[src/rtl/eq_sample_scheduler.sv]
// Per-sample sequencer for the three-band equalizer: captures an ADC sample, strobes the
// filter bank once, collects the result after LATENCY cycles and offers it to the DAC.
module eq_sample_scheduler #(
    parameter int p       = 8,
    parameter int f       = 14,
    parameter int Width   = p + f + 1,
    parameter int LATENCY = 2
) (
    input  logic             sclk,
    input  logic             rst,
    input  logic             adc_valid,
    input  logic [Width-1:0] adc_data,
    output logic [Width-1:0] arith_in,
    output logic             arith_enable,
    input  logic [Width-1:0] arith_out,
    output logic [Width-1:0] dac_data,
    output logic             dac_valid,
    input  logic             dac_ready,
    input  logic             cfg_wr,
    input  logic [1:0]       cfg_sel,
    input  logic [1:0]       cfg_gain,
    output logic [1:0]       gain1,
    output logic [1:0]       gain2,
    output logic [1:0]       gain3,
    output logic             busy,
    output logic             overrun,
    input  logic             ovr_clr,
    output logic [7:0]       overrun_cnt,
    output logic [1:0]       dbg_state
);

    // dac_valid/dac_ready: dac_data is offered while dac_valid is high and is held
    // unchanged until a cycle with dac_valid && dac_ready, which completes the transfer.

    localparam int CW = $clog2(LATENCY + 1);

    typedef enum logic [1:0] {
        S_IDLE = 2'd0,
        S_FIRE = 2'd1,
        S_WAIT = 2'd2,
        S_OUT  = 2'd3
    } state_t;

    state_t          state, state_nxt;
    logic [CW-1:0]   wait_cnt;
    logic [1:0]      sh1, sh2, sh3;
    logic [1:0]      sh1_nxt, sh2_nxt, sh3_nxt;
    logic            capture, drop;

    assign dbg_state = state;
    assign capture   = (state == S_IDLE) && adc_valid;
    assign drop      = (state != S_IDLE) && adc_valid;

    always_ff @(posedge sclk) begin
        if (!rst) state <= S_IDLE;
        else      state <= state_nxt;
    end

    always_comb begin
        state_nxt    = state;
        arith_enable = 1'b0;
        dac_valid    = 1'b0;
        busy         = 1'b1;
        case (state)
            S_IDLE: begin
                busy = 1'b0;
                if (adc_valid) state_nxt = S_FIRE;
            end
            S_FIRE: begin
                arith_enable = 1'b1;
                state_nxt    = S_WAIT;
            end
            S_WAIT: begin
                if (wait_cnt == CW'(1)) state_nxt = S_OUT;
            end
            S_OUT: begin
                dac_valid = 1'b1;
                if (dac_ready) state_nxt = S_IDLE;
            end
            default: state_nxt = S_IDLE;
        endcase
    end

    // A write landing on the capture edge must be the value committed, so commit from the next-shadow.
    always_comb begin
        sh1_nxt = (cfg_wr && cfg_sel == 2'd1) ? cfg_gain : sh1;
        sh2_nxt = (cfg_wr && cfg_sel == 2'd2) ? cfg_gain : sh2;
        sh3_nxt = (cfg_wr && cfg_sel == 2'd3) ? cfg_gain : sh3;
    end

    always_ff @(posedge sclk) begin
        if (!rst) begin
            arith_in    <= '0;
            dac_data    <= '0;
            wait_cnt    <= '0;
            sh1         <= 2'b00;
            sh2         <= 2'b00;
            sh3         <= 2'b00;
            gain1       <= 2'b00;
            gain2       <= 2'b00;
            gain3       <= 2'b00;
            overrun     <= 1'b0;
            overrun_cnt <= 8'd0;
        end else begin
            sh1 <= sh1_nxt;
            sh2 <= sh2_nxt;
            sh3 <= sh3_nxt;
            if (capture) begin
                arith_in <= adc_data;
                gain1    <= sh1_nxt;
                gain2    <= sh2_nxt;
                gain3    <= sh3_nxt;
            end
            if (state == S_FIRE)
                wait_cnt <= CW'(LATENCY);
            else if (state == S_WAIT)
                wait_cnt <= wait_cnt - CW'(1);
            if (state == S_WAIT && wait_cnt == CW'(1))
                dac_data <= arith_out;
            if (ovr_clr) begin
                overrun     <= drop;
                overrun_cnt <= drop ? 8'd1 : 8'd0;
            end else if (drop) begin
                overrun <= 1'b1;
                if (overrun_cnt != 8'hFF) overrun_cnt <= overrun_cnt + 8'd1;
            end
        end
    end

endmodule

[config.mk]
export PLATFORM = sky130hd
export DESIGN_NAME = eq_sample_scheduler
export DESIGN_NICKNAME = d
export VERILOG_FILES = /design/src/rtl/eq_sample_scheduler.sv
export SDC_FILE = /design/constraint.sdc
export NUM_CORES = 1
export LEC_CHECK = 0
export CORE_MARGIN = 5
export CORE_UTILIZATION = 45
export DETAILED_ROUTE_END_ITERATION = 10
export GPL_TIMING_DRIVEN = 0
export PLACE_DENSITY_LB_ADDON = 0.2
export SETUP_SLACK_MARGIN = 0.3
export SLEW_MARGIN = 0
export SYNTH_ARGS = -nofsm -noshare
export SYNTH_HDL_FRONTEND = slang
export SYNTH_SLANG_ARGS = --single-unit
[constraint.sdc]
create_clock -name sclk -period 4.3 [get_ports sclk]
set_input_delay 1.075 -clock sclk [delete_from_list [all_inputs] [get_ports sclk]]
set_output_delay 1.075 -clock sclk [all_outputs]
set_load 0.05 [all_outputs]
Word-level counts from Yosys, hierarchy flattened:

Cells that the tools add are included.

* $add $sub $neg: 2
* equal/unequal tests: 11
* mux-type cells: 18
* bitwise gates (word level): 1
* reduce and logical (&&, ||, !) cells: 14

Operator list (number)
* $mux W8: 3
* $mux W2: 8
* $add A8 B1 Y8 const B: 1
* $eq A2 B2 Y1 const B: 4
* $ne A8 B8 Y1 const B: 1
* $pmux W2 S4: 1
* $reduce_bool A2 Y1: 4
* $eq A2 B1 Y1 const B: 3
* $logic_and A1 B1 Y1: 6
* $mux W1: 6
* $ne A2 B2 Y1 const B: 2
* $reduce_and A3 Y1: 1
* $logic_not A2 Y1: 1
* $ne A2 B1 Y1 const B: 1
* $reduce_and A2 Y1: 1
* $reduce_or A2 Y1: 1
* $sub A2 B1 Y2 const B: 1
* $not A1 Y1: 1

* bits in registers: 71
* input port bits: 56
* output and inout port bits: 66
* word-level logic and storage cells: 59

Longest topological paths before layout:

Gate-level depths: netlist of run 1.

* depth after elaboration: 4
* gate-level depth with buffers: 7
* gate-level depth less buffers: 5

Worst setup path after synthesis of run 1:

OpenSTA, ideal clock, no wires.

* kind: register to output
* start: register state[0] (netlist: dbg_state[0])
* end: output port busy
* arrival time: 1.394 ns
* required time: 3.225 ns
* setup slack: 1.831 ns
* cell stages (with the launch flop): 4
* buffers on the path: 0
* cells stage by stage: dfxtp_1 inv_1 ha_1 inv_1

* longest elaborated chain between the ends: 2

Ends and longest elaborated chain
* from (decl): RTL line 44 `state_t state, state_nxt;`
* from (signal assigned): RTL line 56 `else state <= state_nxt;`
* $logic_not A2 Y1: RTL line 64 `case (state)`
* $mux W1: RTL line 64
* to (decl): RTL line 25 `output logic busy,`

No other way between the ends.

Worst setup path after layout of run 1:

Ends and elaborated chain as after synthesis.

==> results of run 1 <==
per-layer routing:
metal | track usage, % | vias up
li1 | - | 1367
met1 | 24.6 | 1182
met2 | 31.4 | 93
met3 | 4.93 | 12
met4 | 9.48 | 0
met5 | 0 | -
sequential cells by signal (all words and copies together), names as in the netlist:
name,cells
gain2,2
dbg_state,2
dac_data,23
sh1,2
sh3,2
arith_in,23
sh2,2
overrun_cnt,8
overrun,1
wait_cnt,2
gain1,2
gain3,2
stage by stage:
stage | utilization, % | cell area [µm²] | std cells | hold slack (ps)
floorplan | - | 2760 | 331 | 460
global placement | 68.3 | 4070 | 527 | 441
detailed placement | 68.3 | 4070 | 527 | 445
CTS | 72.4 | 4310 | 542 | 456
global route | 72.4 | 4310 | 542 | 471
finish | 72.4 | 4310 | 542 | 454
logic make-up (layout without fill, tap and decap cells):
group | after synthesis | in the layout | synth area share (%)
flops | 71 | 71 | 51.5
fa+ha+maj | 6 | 6 | 2.72
simple gates | 138 | 138 | 21.7
compound gates | 78 | 78 | 15.6
xor+xnor | 1 | 1 | 0.317
mux | 10 | 10 | 3.62
buf+inv | 27 | 163 | 4.53
synth_stat cells (all sizes together):
library cell	count	area share (%)
nand4	1	0.23
and2	2	0.50
a31o	1	0.32
a21oi	58	11
or2b	1	0.27
and4	1	0.32
nand2	102	14
nand3b	2	0.54
nor3	2	0.36
a211o	1	0.36
mux2i	10	3.6
and4b	1	0.36
and2b	1	0.32
nor4	1	0.23
nand4b	1	0.32
xnor2	1	0.32
a31oi	2	0.45
clkbuf	5	0.72
nand3	3	0.54
inv	7	0.95
ha	6	2.7
a311oi	1	0.32
dfxtp	71	51
nor2b	2	0.45
o22ai	1	0.23
nand2b	8	1.8
nor2	7	0.95
o31a	1	0.32
o21ai	7	1.3
a211oi	6	1.8
and3	3	0.68
buf	15	2.9
power groups by stage:
stage / Clock (W) / Combinational (W) / Sequential (W)
finish: 0.000648 / 0.000844 / 0.000784
global route: 0.000693 / 0.000903 / 0.000797
floorplan: 0 / 0.000306 / 0.00105
CTS: 0.000657 / 0.000852 / 0.000785
detailed placement: 0 / 0.000846 / 0.000799
global placement: 0 / 0.000836 / 0.000796
worst max-delay path, cell delays in order (launching register included):
cell and delay (ps):
dfxtp_1 400, inv_1 90, ha_1 270, inv_1 100, clkdlybuf4s50_1 810
final timing paths:
check | from | depth (start not counted) | end
max | dbg_state[0] | 4 | busy
min | dac_data[5] | 2 | dac_data[5]
max reg2reg | dbg_state[0] | 6 | arith_in[5]
min reg2reg | dac_data[5] | 2 | dac_data[5]
cell type report:
cell class	instances	area, µm²	share of cell area, %
buffer	20	98.8	2.29
tap	75	93.8	2.18
sequential	71	1420	33.0
clock buffer	10	138	3.19
timing repair buffer	121	1210	28.1
multi-input combinational	233	1210	28.2
inverter	7	26.3	0.610
clock inverter	5	106	2.47
==> flow_summary.json, run 1 <==
{
  "outcome": "complete, no violations",
  "combPwrFrac_pct": 37.1,
  "synth_area_mm2": 0.00276,
  "io_pins": 122,
  "p_leak_nw": 1.61,
  "diodes": 0,
  "power.switching_w": 0.000836,
  "cp-end-kind": "output pin",
  "seqPwrFrac_pct": 34.5,
  "dp_hpwl_um": 5510,
  "grt_max_degree": 13,
  "via_per_inst": 4.90,
  "fin_skew_ps": 9.02,
  "dr_wl_met2_um": 3440,
  "rrSetupSlack_ps": 2590,
  "timing.setup.tns_ps": 0,
  "finalSetupViolCount": 0,
  "power-per-cell-area_mw_per_mm2": 528,
  "ir_drop_mv": 0.340,
  "post-cts-setup-buffers": 0,
  "h-tree-depth": 3,
  "final_cell_mix": "clkdlybuf4s50_1 (121), nand2_1 (102), dfxtp_1 (71)",
  "final-hold-violation-count": 0,
  "grt_pass1_wl_um": 12000,
  "p_clk_share_pct": 28.5,
  "cts.reportedPaths.clkPinSlew_ps": 80,
  "nets": 525,
  "min_period_over_period_pct": 71.8,
  "worstPathRequired_ps": 3220,
  "synth_cell_types": 37,
  "initial_core_util_pct": 46.4,
  "drc": 0,
  "die_h_um": 88.3,
  "cts_buffer_depth": 2,
  "cts-root-buf": "clkbuf_8",
  "final_common_cell": "clkdlybuf4s50_1",
  "power.total_w": 0.00228,
  "die_w_um": 88.3,
  "pre_cts_slack_ps": 1560,
  "relSlewSlack_pct": 64.2,
  "numCtsBuffers": 9,
  "ys_ff_latch": 71,
  "clk_latency_ps": 340,
  "arrival_ps": 2010,
  "avgSynthCellArea_um2": 8.34,
  "post_cts_resize_count": 0,
  "gr-usage-all-layers_pct": 19.6,
  "area_growth_syn_to_layout_pct": 56.1,
  "clock-sinks": 71,
  "worstSetupStartpointType": "flop",
  "ys_seq_area_share_pct": 51.5,
  "wl_met1_um": 3190,
  "antenna_found_initial": 0,
  "portBuffers": 121,
  "drive_above_1_share_pct": 7.07,
  "ys_warn_count": 0,
  "fillers": 447,
  "drt_first_pass_iters": 4,
  "syn_nets": 393,
  "core_area_mm2": 0.00596,
  "wl_um": 7390,
  "sw_frac_of_total_pct": 36.7,
  "path_max_fanout": 7,
  "cap_violations": 0,
  "syn_inst": 331,
  "min_period_ps": 3090,
  "final_antenna_net_count": 0,
  "p_int_w": 0.00144,
  "drv_slew": 0,
  "tightest_slew_ps": 536,
  "worst-setup-path-type": "reg2out",
  "grt_pass1_vias": 2589,
  "worstHoldPathType": "reg2reg",
  "fp.dieArea_mm2": 0.00780,
  "dr.max_layer_used": "met4",
  "grt_overflow": 0,
  "gp_congestion": 0.791,
  "fin_ws_ps": 1210,
  "rows": 28,
  "postCtsHoldBufs": 0,
  "cts_tree": "built",
  "rsz0062_at_grt": "false",
  "drt-initial-drc-count": 68,
  "max_freq_mhz": 324,
  "dr_total_vias": 2654,
  "wl_met3_um": 621,
  "wire_per_inst_um": 13.6
}
Note: power is estimated with default switching activity, not from simulation.
==> run 2, diff against run 1 <==
Settings changed: CORE_UTILIZATION 45 to 38.
Clock period 4.3 ns to 2.68 ns, I/O delays scaled along.
==> flow_summary.json, run 2 (synthesis gave the netlist of run 1 again) <==
{
  "grt_overflow": 0,
  "cp_slowest_cell": "clkdlybuf4s50_1",
  "cp-end-kind": "output pin",
  "path_depth": 1,
  "worstHoldPathType": "reg2reg",
  "seq_area_mm2": 0.00142,
  "dp_hpwl_um": 5460,
  "critPathMaxStageDelay_ps": 840,
  "biggestRegsByFlops": "arith_in (23), dac_data (23), overrun_cnt (8)",
  "die_w_um": 95.2,
  "drt-initial-drc-count": 89,
  "p_leak_nw": 1.62,
  "finalSetupViolCount": 0,
  "worstSetupStartpointType": "flop",
  "arrival_ps": 1580,
  "via_per_inst": 4.67,
  "h-tree-depth": 3,
  "cts_buffer_depth": 2,
  "gp_congestion": 0.831,
  "fin_ws_ps": 427,
  "power-per-cell-area_mw_per_mm2": 793,
  "fillers": 639,
  "drive_above_1_share_pct": 6.85,
  "nets": 525,
  "tightest_slew_ps": 542,
  "relSlewSlack_pct": 63.7,
  "min_period_over_period_pct": 84.1,
  "timing.setup.tns_ps": 0,
  "clk_latency_ps": 330,
  "die_h_um": 95.2,
  "diodes": 0,
  "dr_total_vias": 2642,
  "numCtsBuffers": 9,
  "drt_first_pass_iters": 4,
  "gr-usage-all-layers_pct": 16.0,
  "ir_drop_mv": 0.638,
  "worstPathRequired_ps": 2010,
  "max_freq_mhz": 444,
  "cts.reportedPaths.clkPinSlew_ps": 70,
  "grt_max_degree": 12,
  "grt_pass1_wl_um": 11500,
  "rsz0062_at_grt": "false",
  "crit_family": "buffers and inverters",
  "min_period_ps": 2250,
  "fin_skew_ps": 9.57,
  "core_area_mm2": 0.00718,
  "cap_violations": 0,
  "rows": 31,
  "wire_per_inst_um": 13.0,
  "area_growth_syn_to_layout_pct": 54.7,
  "path_buf_inv": 1,
  "cts_tree": "built",
  "hold_depth": 2,
  "cts-root-buf": "clkbuf_8",
  "cp_cell_sequence": "clkdlybuf4s50_1",
  "final_antenna_net_count": 0,
  "fp.dieArea_mm2": 0.00907,
  "final_cell_mix": "clkdlybuf4s50_1 (116), nand2_1 (102), dfxtp_1 (71)",
  "clock-sinks": 71,
  "postCtsHoldBufs": 0,
  "wl_um": 7350,
  "io_pins": 122,
  "pre_cts_slack_ps": 336,
  "grt_pass1_vias": 2547,
  "outcome": "complete, no violations",
  "path_max_fanout": 5,
  "multi_input_area_mm2": 0.00121,
  "antenna_found_initial": 0,
  "drc": 0,
  "portBuffers": 121,
  "drv_slew": 0,
  "final-hold-violation-count": 0,
  "worst-setup-path-type": "reg2out",
  "initial_core_util_pct": 38.5,
  "worst-r2r-cell-count": 6,
  "final_common_cell": "clkdlybuf4s50_1"
}
[run 2: changes by cell type in the layout (fill, tap and decap cells not counted), sizes merged]
cell           change
clkdlybuf4s50      -5
bufinv             -2
clkbuf             +2
dlygate4sd2        +2
dlymetal6s2s       +2
clkinv             +1
[run 2: path summary, 6_finish.rpt]
| kind | start | to | slack, ps |
|---|---|---|---|
| hold reg to reg | dac_data[5] | dac_data[5] | 450 |
| hold / removal | dac_data[5] | dac_data[5] | 450 |
| setup / recovery | dbg_state[0] | dbg_state[0] | 430 |
| setup reg to reg | dbg_state[0] | arith_in[10] | 1000 |
[run 2: per-stage QoR]
stage,hold slack [ps],instance area [µm²],std cells,utilization (%),total power [W]
floorplan,460,2760,331,-,0.00217
global placement,441,4100,551,57.1,0.00263
detailed placement,447,4100,551,57.1,0.00264
CTS,456,4270,566,59.5,0.00344
global route,475,4270,566,59.5,0.00357
finish,454,4270,566,59.5,0.00339
[run 2: routing by layer]
metal	routed length (µm)	global-route usage [%]	vias up
li1	-	-	1364
met1	3190	19.5	1169
met2	3430	26.3	98
met3	574	3.71	11
met4	154	8.41	0
met5	0	0	-
[run 2: power by group]
part	internal [W]	switching, W	total [W]
sequential	0.00119	0.0000733	0.00126
combinational	0.000467	0.000865	0.00133
clock	0.000423	0.000376	0.000798
[run 2: final cells by class]
cell class | count | share of cell area, %
Sequential cell | 71 | 33.3
Multi-Input combinational cell | 233 | 28.4
Timing Repair Buffer | 121 | 28.3
Clock buffer | 11 | 3.07
Tap cell | 99 | 2.90
Buffer | 20 | 2.31
Clock inverter | 4 | 1.11
Inverter | 7 | 0.615
[run 2: repair_timing]
item,4_1_cts,5_1_grt
pin swaps,0,0
setup buffers,0,0
endpoints found under the setup margin,3,3
gates resized for setup,3,4
==> run 3, diff against run 2 <==
Settings changed: CORE_UTILIZATION 38 to 42.
Clock period 2.68 ns to 2.25 ns, I/O delays scaled along.
==> flow_summary.json, run 3 (synthesis gave the netlist of run 1 again) <==
{
  "tightest_slew_ps": 540,
  "diodes": 0,
  "outcome": "complete, no violations",
  "fin_skew_ps": 11.3,
  "min_period_over_period_pct": 88.9,
  "timing.setup.tns_ps": 0,
  "core_area_mm2": 0.00639,
  "cts_buffer_depth": 2,
  "p_leak_nw": 1.90,
  "drt_first_pass_iters": 4,
  "dr_wl_met2_um": 3580,
  "wl_met1_um": 3340,
  "cts-root-buf": "clkbuf_8",
  "wire_per_inst_um": 13.9,
  "pre_cts_slack_ps": 68.7,
  "fp.dieArea_mm2": 0.00830,
  "worstPathRequired_ps": 1690,
  "drt-initial-drc-count": 61,
  "dp_hpwl_um": 5660,
  "final_cell_mix": "nand2_1 (102), dfxtp_1 (70), dlygate4sd2_1 (60)",
  "ir_drop_mv": 0.576,
  "portBuffers": 121,
  "dp_cells": 529,
  "final_antenna_net_count": 0,
  "drc": 0,
  "grt_pass1_wl_um": 12400,
  "grt_overflow": 0,
  "drv_slew": 0,
  "drive_above_1_share_pct": 8.33,
  "die_h_um": 91.1,
  "gr-usage-all-layers_pct": 18.3,
  "cap_violations": 0,
  "grt_max_degree": 13,
  "fillers": 583,
  "cts.reportedPaths.clkPinSlew_ps": 70,
  "dr.max_layer_used": "met4",
  "fin_ws_ps": 249,
  "cp-end-kind": "output pin",
  "relSlewSlack_pct": 64.1,
  "die_w_um": 91.1,
  "nets": 525,
  "dr_total_vias": 2656,
  "rows": 29,
  "h-tree-depth": 3,
  "biggestRegsByFlops": "arith_in (23), dac_data (23), overrun_cnt (8)",
  "finalSetupViolCount": 0,
  "post-route-util_pct": 66.4,
  "max_freq_mhz": 500,
  "cts_tree": "built",
  "numCtsBuffers": 9,
  "initial_core_util_pct": 43.2,
  "antenna_found_initial": 0,
  "rsz0062_at_grt": "true",
  "io_pins": 122,
  "area_growth_syn_to_layout_pct": 53.5,
  "grt_pass1_vias": 2514,
  "worstHoldPathType": "reg2reg",
  "wl_met3_um": 554,
  "worstSetupStartpointType": "flop",
  "power-per-cell-area_mw_per_mm2": 1020,
  "final-hold-violation-count": 0,
  "gp_congestion": 0.811,
  "wl_um": 7590,
  "path_max_fanout": 7,
  "final_common_cell": "nand2_1",
  "post-cts-setup-buffers": 0,
  "via_per_inst": 4.87,
  "arrival_ps": 1440,
  "worst-setup-path-type": "reg2out",
  "min_period_ps": 2000,
  "clock-sinks": 71,
  "holdWs_ps": 451,
  "clk_latency_ps": 350,
  "postCtsHoldBufs": 0,
  "stdcell_count": 545
}
## run 3: repair_timing
action                     CTS  global route
resized for setup           73             7
setup endpoints to repair   66             4
pin swaps                    0             0
## run 3: area by class of cell
cell class | count | area, µm² | area share (%)
plain buffers | 20 | 98.8 | 2.33
clock buffers | 10 | 128 | 3.01
clock inverters | 6 | 133 | 3.13
inverters | 7 | 26.3 | 0.620
multi-input cells | 233 | 1210 | 28.7
flip-flops and latches | 71 | 1420 | 33.6
well taps | 77 | 96.3 | 2.27
repair buffers | 121 | 1120 | 26.4
## run 3: routing by layer
layer | track usage [%] | up-vias
met3 | 5.87 | 8
met4 | 7.82 | 0
met2 | 29.6 | 85
met5 | 0 | -
met1 | 22.3 | 1192
li1 | - | 1371
## run 3: power by group
| part | switching [W] | leakage [nW] | internal (W) |
|---|---|---|---|
| Sequential | 0.0000823 | 0.578 | 0.00141 |
| Clock | 0.000488 | 0.126 | 0.000847 |
| Combinational | 0.00103 | 1.19 | 0.000466 |
| Total | 0.00160 | 1.90 | 0.00273 |
## run 3: stage by stage
| stage | total power (W) | cell area [µm²] |
|---|---|---|
| global route | 0.00454 | 4240 |
| CTS | 0.00437 | 4250 |
| floorplan | 0.00259 | 2760 |
| detailed placement | 0.00315 | 4070 |
| finish | 0.00433 | 4240 |
| global placement | 0.00312 | 4070 |
## run 3: final timing paths
| check | startpoint | end | slack, ps | cells past startpoint |
|---|---|---|---|---|
| hold / removal | dac_data[11] | dac_data[11] | 450 | 2 |
| setup / recovery | dbg_state[1] | busy | 250 | 4 |
| hold reg to reg | dac_data[11] | dac_data[11] | 450 | 2 |
| setup reg to reg | dbg_state[1] | arith_in[8] | 500 | 6 |
## run 3: worst max-delay path, cell delays in order (launching register included)
cell	delay (ps)
dfxtp_1	380
inv_1	90
ha_1	270
inv_1	100
buf_2	260
